### src/rtl/rx_iq_packer.sv
// -----------------------------------------------------------------------------
// rx_iq_packer
//
// Receive-path byte packer. Each strobed 24-bit I/Q pair is written into a
// small sample FIFO. A serializer pops one sample at a time and sends it as an
// 8-bit valid/ready stream, MSB first:
//     I[23:16] I[15:8] I[7:0] Q[23:16] Q[15:8] Q[7:0] (mic[15:8] mic[7:0])
// When the host stalls for longer than the FIFO can absorb, new samples are
// dropped. A sticky overflow flag and a saturating drop counter report this.
//
// Build option:
//   IQ_PACK_MIC_EN  when defined, each sample also carries mic_data. The
//                   sample is then 8 bytes long instead of 6. The port list is
//                   the same in both builds.
//
// Parameters:
//   DEPTH           FIFO capacity in samples (power of two, >= 2)
//
// Ports:
//   clock           receiver clock
//   rst             asynchronous, active-high reset
//   in_strobe       one-cycle pulse qualifying in_I / in_Q / mic_data
//   in_I, in_Q      24-bit signed sample pair
//   mic_data        16-bit mic sample (used only with IQ_PACK_MIC_EN)
//   out_data        current output byte
//   out_valid       out_data is valid
//   out_ready       consumer accepts the byte when out_valid & out_ready
//   out_last        marks the final byte of each sample
//   level           samples in the FIFO, not counting the one being sent
//   overflow        sticky flag: at least one sample was dropped
//   drop_count      number of dropped samples, saturates at 255
//   clear_overflow  synchronous clear of overflow and drop_count
// -----------------------------------------------------------------------------
module rx_iq_packer #(
    parameter int DEPTH = 8
) (
    input  logic                     clock,
    input  logic                     rst,
    input  logic                     in_strobe,
    input  logic [23:0]              in_I,
    input  logic [23:0]              in_Q,
    input  logic [15:0]              mic_data,
    output logic [7:0]               out_data,
    output logic                     out_valid,
    input  logic                     out_ready,
    output logic                     out_last,
    output logic [$clog2(DEPTH):0]   level,
    output logic                     overflow,
    output logic [7:0]               drop_count,
    input  logic                     clear_overflow
);

`ifdef IQ_PACK_MIC_EN
    localparam int NBYTES = 8;
`else
    localparam int NBYTES = 6;
`endif
    localparam int W     = NBYTES * 8;
    localparam int AW    = $clog2(DEPTH);
    localparam int LW    = AW + 1;
    localparam int IDX_W = $clog2(NBYTES);
    localparam logic [IDX_W-1:0] LAST_IDX = IDX_W'(NBYTES - 1);

    typedef enum logic [0:0] {
        ST_IDLE = 1'b0,
        ST_SEND = 1'b1
    } state_t;

    // ------------------------------------------------------------------
    // Sample record
    // ------------------------------------------------------------------
    logic [W-1:0] wr_data;
`ifdef IQ_PACK_MIC_EN
    assign wr_data = {in_I, in_Q, mic_data};
`else
    assign wr_data = {in_I, in_Q};
    // mic_data is not packed in this build.
    logic unused_mic;
    assign unused_mic = ^mic_data;
`endif

    // ------------------------------------------------------------------
    // State
    // ------------------------------------------------------------------
    logic [W-1:0]     mem_q [DEPTH];
    logic [AW-1:0]    wr_ptr_q;
    logic [AW-1:0]    rd_ptr_q;
    logic [LW-1:0]    level_q;
    logic [LW-1:0]    level_d;

    state_t           state_q;
    logic [IDX_W-1:0] idx_q;
    logic [W-9:0]     rest_q;      // bytes of the current sample not yet on out_data
    logic [7:0]       out_data_q;
    logic             out_valid_q;
    logic             out_last_q;

    logic             overflow_q;
    logic             overflow_d;
    logic [7:0]       drop_count_q;
    logic [7:0]       drop_count_d;

    // ------------------------------------------------------------------
    // Handshake and FIFO control
    // ------------------------------------------------------------------
    logic         accept;
    logic         last_accept;
    logic         fifo_empty;
    logic         fifo_full;
    logic         pop;
    logic         wr_en;
    logic         drop;
    logic [W-1:0] head;

    assign accept      = out_valid_q & out_ready;
    assign last_accept = accept & (idx_q == LAST_IDX);
    assign fifo_empty  = (level_q == '0);
    assign fifo_full   = (level_q == LW'(DEPTH));

    // The serializer loads the head when it is idle. It also loads the head
    // when the last byte is accepted, so consecutive samples have no gap.
    assign pop   = !fifo_empty && ((state_q == ST_IDLE) || last_accept);
    // When the FIFO is full, a pop on the same edge frees the slot that the
    // write will use.
    assign wr_en = in_strobe && (!fifo_full || pop);
    assign drop  = in_strobe && fifo_full && !pop;
    assign head  = mem_q[rd_ptr_q];

    always_comb begin
        level_d = level_q;
        case ({wr_en, pop})
            2'b10:   level_d = level_q + LW'(1);
            2'b01:   level_d = level_q - LW'(1);
            default: level_d = level_q;
        endcase
    end

    // A drop that happens on the same edge as a clear takes priority, so the
    // counter restarts at 1 instead of 0.
    always_comb begin
        overflow_d   = overflow_q;
        drop_count_d = drop_count_q;
        if (drop) begin
            overflow_d = 1'b1;
            if (clear_overflow)
                drop_count_d = 8'd1;
            else if (drop_count_q != 8'hFF)
                drop_count_d = drop_count_q + 8'd1;
        end else if (clear_overflow) begin
            overflow_d   = 1'b0;
            drop_count_d = 8'd0;
        end
    end

    // ------------------------------------------------------------------
    // Sample storage (no reset; the pointers define which entries are valid)
    // ------------------------------------------------------------------
    always_ff @(posedge clock) begin
        if (wr_en)
            mem_q[wr_ptr_q] <= wr_data;
    end

    always_ff @(posedge clock or posedge rst) begin
        if (rst) begin
            wr_ptr_q     <= '0;
            rd_ptr_q     <= '0;
            level_q      <= '0;
            overflow_q   <= 1'b0;
            drop_count_q <= 8'd0;
        end else begin
            if (wr_en)
                wr_ptr_q <= wr_ptr_q + AW'(1);
            if (pop)
                rd_ptr_q <= rd_ptr_q + AW'(1);
            level_q      <= level_d;
            overflow_q   <= overflow_d;
            drop_count_q <= drop_count_d;
        end
    end

    // ------------------------------------------------------------------
    // Serializer FSM. All outputs are registered here. out_ready only
    // affects the next state, so it has no combinational path to any output.
    // ------------------------------------------------------------------
    always_ff @(posedge clock or posedge rst) begin
        if (rst) begin
            state_q     <= ST_IDLE;
            idx_q       <= '0;
            rest_q      <= '0;
            out_data_q  <= 8'd0;
            out_valid_q <= 1'b0;
            out_last_q  <= 1'b0;
        end else begin
            if (pop) begin
                state_q     <= ST_SEND;
                idx_q       <= '0;
                out_data_q  <= head[W-1 -: 8];
                rest_q      <= head[W-9:0];
                out_valid_q <= 1'b1;
                out_last_q  <= 1'b0;
            end else begin
                case (state_q)
                    ST_IDLE: begin
                        out_valid_q <= 1'b0;
                        out_last_q  <= 1'b0;
                    end
                    ST_SEND: begin
                        if (accept) begin
                            if (idx_q == LAST_IDX) begin
                                state_q     <= ST_IDLE;
                                out_valid_q <= 1'b0;
                                out_last_q  <= 1'b0;
                            end else begin
                                idx_q      <= idx_q + IDX_W'(1);
                                out_data_q <= rest_q[W-9 -: 8];
                                rest_q     <= {rest_q[W-17:0], 8'h00};
                                out_last_q <= ((idx_q + IDX_W'(1)) == LAST_IDX);
                            end
                        end
                    end
                    default: begin
                        state_q     <= ST_IDLE;
                        out_valid_q <= 1'b0;
                        out_last_q  <= 1'b0;
                    end
                endcase
            end
        end
    end

    assign out_data   = out_data_q;
    assign out_valid  = out_valid_q;
    assign out_last   = out_last_q;
    assign level      = level_q;
    assign overflow   = overflow_q;
    assign drop_count = drop_count_q;

endmodule

### config.mk
export PLATFORM = sky130hd
export DESIGN_NAME = rx_iq_packer
export DESIGN_NICKNAME = d
export VERILOG_FILES = /design/src/rtl/rx_iq_packer.sv
export SDC_FILE = /design/constraint.sdc
export NUM_CORES = 1
export LEC_CHECK = 0
export ABC_AREA = 0
export BUFFER_PORTS_ARGS = -buffer_cell sky130_fd_sc_hd__buf_2
export CORE_ASPECT_RATIO = 1.1
export CORE_MARGIN = 2
export CORE_UTILIZATION = 50
export DETAILED_ROUTE_END_ITERATION = 7
export HOLD_SLACK_MARGIN = 0.08
export PLACE_DENSITY = 0.79
export SETUP_SLACK_MARGIN = 0.05
export SLEW_MARGIN = 20
export SYNTH_ARGS = -nofsm -noshare
export SYNTH_HDL_FRONTEND = slang
export SYNTH_SLANG_ARGS = --single-unit
### constraint.sdc
create_clock -name clock -period 6.8 [get_ports clock]
set_input_delay 0.34 -clock clock [delete_from_list [all_inputs] [get_ports clock]]
set_output_delay 0.34 -clock clock [all_outputs]
set_load 0.02 [all_outputs]
==> results.ini <==
[timing]
final-setup-viol-count = 0
finClkSkew_ns = 0.0154
share_of_the_cycle_needed_by_the_critical_path_after_routing_pct = 56.7
tightestPinTransition_ns = 0.996
worst_hold_slack_ns = 0.265
rsz0062_at_grt = no
timing.final.crit_period_ns = 3.86
fmax_mhz = 259
timing.final.hold_violations = 0
relSlewSlack_pct = 33.3
setup_tns_ns = 0
max_slew_violation_total_from_the_final_report = 0

[yosys]
async_flop_share_pct = 16.0
synth_area_sq_mm = 0.0178
synthFlopType = edfxtp_1
yosysTopAreaCell = edfxtp_1
synth_area_per_cell_sq_um = 19.9
ys_top_cells_by_count = 384 x edfxtp_1, 96 x mux4_2, 73 x dfrtp_1, 51 x a21oi_1, 51 x mux2_2
synthDistinctLibCells = 41
synth_largest_type_area_fraction_pct = 64.7
synth_seq_cells = 457
synth_edf_count = 384
warnings_synthesis = 0
ys_top_cells_by_area = edfxtp_1 65%, mux4_2 12%, dfrtp_1 10%
synthesis.instances = 895
sequential_cell_area_fraction_in_the_yosys_report_pct = 75.0
synth.most_common_cell = edfxtp_1
syn-num-nets = 973

[power_and_ir_drop]
p_sw_mw = 2.50
clkPwrFrac_pct = 27.7
leakage_nw = 7.00
peakVddDrop_mv = 0.348
power-per-cell-area_mw_per_mm2 = 411
p_sw_share_pct = 29.4
combinationalPowerShare_pct = 25.1
seq_power_share_pct = 47.2
int_pwr_mw = 6.00

[placed_design]
port_buffers = 75
hpwl_mm = 18.7
routabilityCongestion = 0.719

[worst_setup_path]
required_ns = 6.98
timing_worst_setup_path_type = reg2reg
crit_fanout = 39
r2r.worst_path.cells = 7
worst_r2r_startpoint = idx_q[1]
r2r_slack_ns = 2.94
timing.critical_path.from_type = register
setup.worst_path.end_class = register
worstReg2RegEnd = mem_q[5][8]
crit_arrival_ns = 4.03

[clock_network]
cts.sinks = 457
clock_insertion_delay_worst_skew_ns = 0.55
tritoncts_clock_tree = built
cts_inserted_buffers = 45
postCtsSetupBuffers = 0
path_clk_slew_ns = 0.06
ctsHtreeMaxLevel = 2
clock_path_buffers = 3
clk_root_buffer_cell = clkbuf_16

[global_routing]
number_of_antenna_violations_at_the_first_check_in_global_routing = 1
grt_pass1_wl_mm = 54.9
grtUsageTotal_pct = 19.6
grt_overflow_total = 0
grt_max_degree = 84
vias_in_the_first_global_route = 9397

[min_path]
hold_path.class = in2reg
worst_hold_startpoint = in_strobe
holdPathStages = 4
hold-path-endpoint = wr_ptr_q[0]

[floorplan]
row_count = 72
core_area_sq_mm = 0.0351
number_of_i_o_pins = 92
initial_core_util_pct = 50.7
die-width_um = 184
die_y_um = 202
fp.dieArea_sq_mm = 0.0372

[detailed_routing]
drt_drc_violations_left = 0
detail-route-antenna-nets = 0
number_of_detailed_routing_iterations_run_before_antenna_repair = 6
initialDrtViolationCount = 759
total_number_of_vias = 9012
routed_wirelength_mm = 35.4
vias_per_cell = 5.95
routedWlPerCell_um = 23.4

[cells_and_area]
post_route_cells_drive_above_1_share_pct = 30.1
final_nets = 1111
antenna_cells = 0
flow.area_growth_from_synthesis_pct = 16.0

[job]
maxCapViolations = 0

[outcome]
status = complete, no violations

## metal layers
metal / vias to the layer above / share of wire [%] / GRT usage [%]
li1: 3933 / - / -
met1: 4701 / 40 / 25.8
met2: 317 / 52 / 34.0
met3: 61 / 5.5 / 3.24
met4: 0 / 2.4 / 5.49
met5: - / 0 / 0
## worst max-delay path: stages, from the launching register on
cell     delay, ns
dfrtp_1       0.38
inv_1         0.10
ha_1          0.26
nand4_1       0.28
a31oi_1       0.59
nand2_1       0.30
nor3b_2       0.86
buf_4         0.70
## per-stage QoR
stage / std cells / setup WS (ns) / utilization, % / total power, mW / area (sq um)
floorplan: 895 / 0.260 / - / 5.54 / 17800
global placement: 1378 / 2.97 / 53.3 / 6.09 / 18700
detailed placement: 1378 / 2.92 / 53.3 / 6.18 / 18700
CTS: 1513 / 2.89 / 58.8 / 8.57 / 20600
global route: 1514 / 2.68 / 58.8 / 8.88 / 20700
finish: 1514 / 2.94 / 58.8 / 8.49 / 20700
## power by group through the flow
| stage | Combinational [mW] | Clock [mW] | Sequential [mW] |
|---|---|---|---|
| finish | 2.14 | 2.35 | 4.01 |
| global route | 2.31 | 2.50 | 4.06 |
| CTS | 2.16 | 2.39 | 4.02 |
| detailed placement | 2.11 | 0 | 4.07 |
| global placement | 2.06 | 0 | 4.03 |
| floorplan | 1.68 | 0 | 3.87 |
## placed cells by master (no fill, tap or decap), types with 8 or more instances in the layout
cell	Yosys	final
a21oi_1	51	50
a22o_1	9	9
a22oi_1	41	40
buf_2	17	75
buf_4	0	15
clkbuf_1	24	9
clkbuf_16	0	46
clkinv_1	0	10
clkinv_2	0	8
dfrtp_1	73	70
dlygate4sd3_1	0	51
edfxtp_1	384	384
ha_1	9	9
mux2_2	51	51
mux4_2	96	96
nand2_1	12	12
nor2_1	45	44
## logic make-up after synthesis
| family | after synthesis | synth area share [%] |
|---|---|---|
| flip-flops | 457 | 75.0 |
| multiplexers | 147 | 15.4 |
| AO/OA/AOI/OAI | 120 | 4.34 |
| AND/OR/NAND/NOR | 93 | 2.64 |
| buffers and inverters | 59 | 1.57 |
| XOR/XNOR | 10 | 0.492 |
| adder cells (fa/ha/maj) | 9 | 0.632 |
## final cells by class
cell class                      instances  area, sq um
Clock inverter                         24          168
Inverter                                8         30.0
Timing Repair Buffer                  142         1020
Tap cell                              444          556
Fill cell                            2499        14500
Clock buffer                           60         1250
Sequential cell                       457        13400
Multi-Input combinational cell        379         4280
## timing repair
item	in CTS	in global routing
hold buffers	51	0
endpoints found under the hold margin	404	0
gates resized for setup	0	0
## flip-flops by register name, indices dropped and copies added, names as in the netlist
| signal | flops |
|---|---|
| wr_ptr_q | 3 |
| rest_q | 40 |
| level | 4 |
| out_valid | 1 |
| drop_count | 8 |
| mem_q | 384 |
| overflow | 1 |
| state_q | 1 |
| out_last | 1 |
| rd_ptr_q | 3 |
| out_data | 8 |
| idx_q | 3 |
## worst max path at each step
stage                        start            to  slack, ns
after floorplan           idx_q[1]   mem_q[0][0]       0.26
after global placement    idx_q[1]  mem_q[5][28]       2.97
after detailed placement  idx_q[1]  mem_q[5][45]       2.92
after CTS                 idx_q[1]  mem_q[5][45]       2.89
after global routing      idx_q[1]   mem_q[5][9]       2.68
final                     idx_q[1]   mem_q[5][8]       2.94
Power figures use the tool's default switching activity.
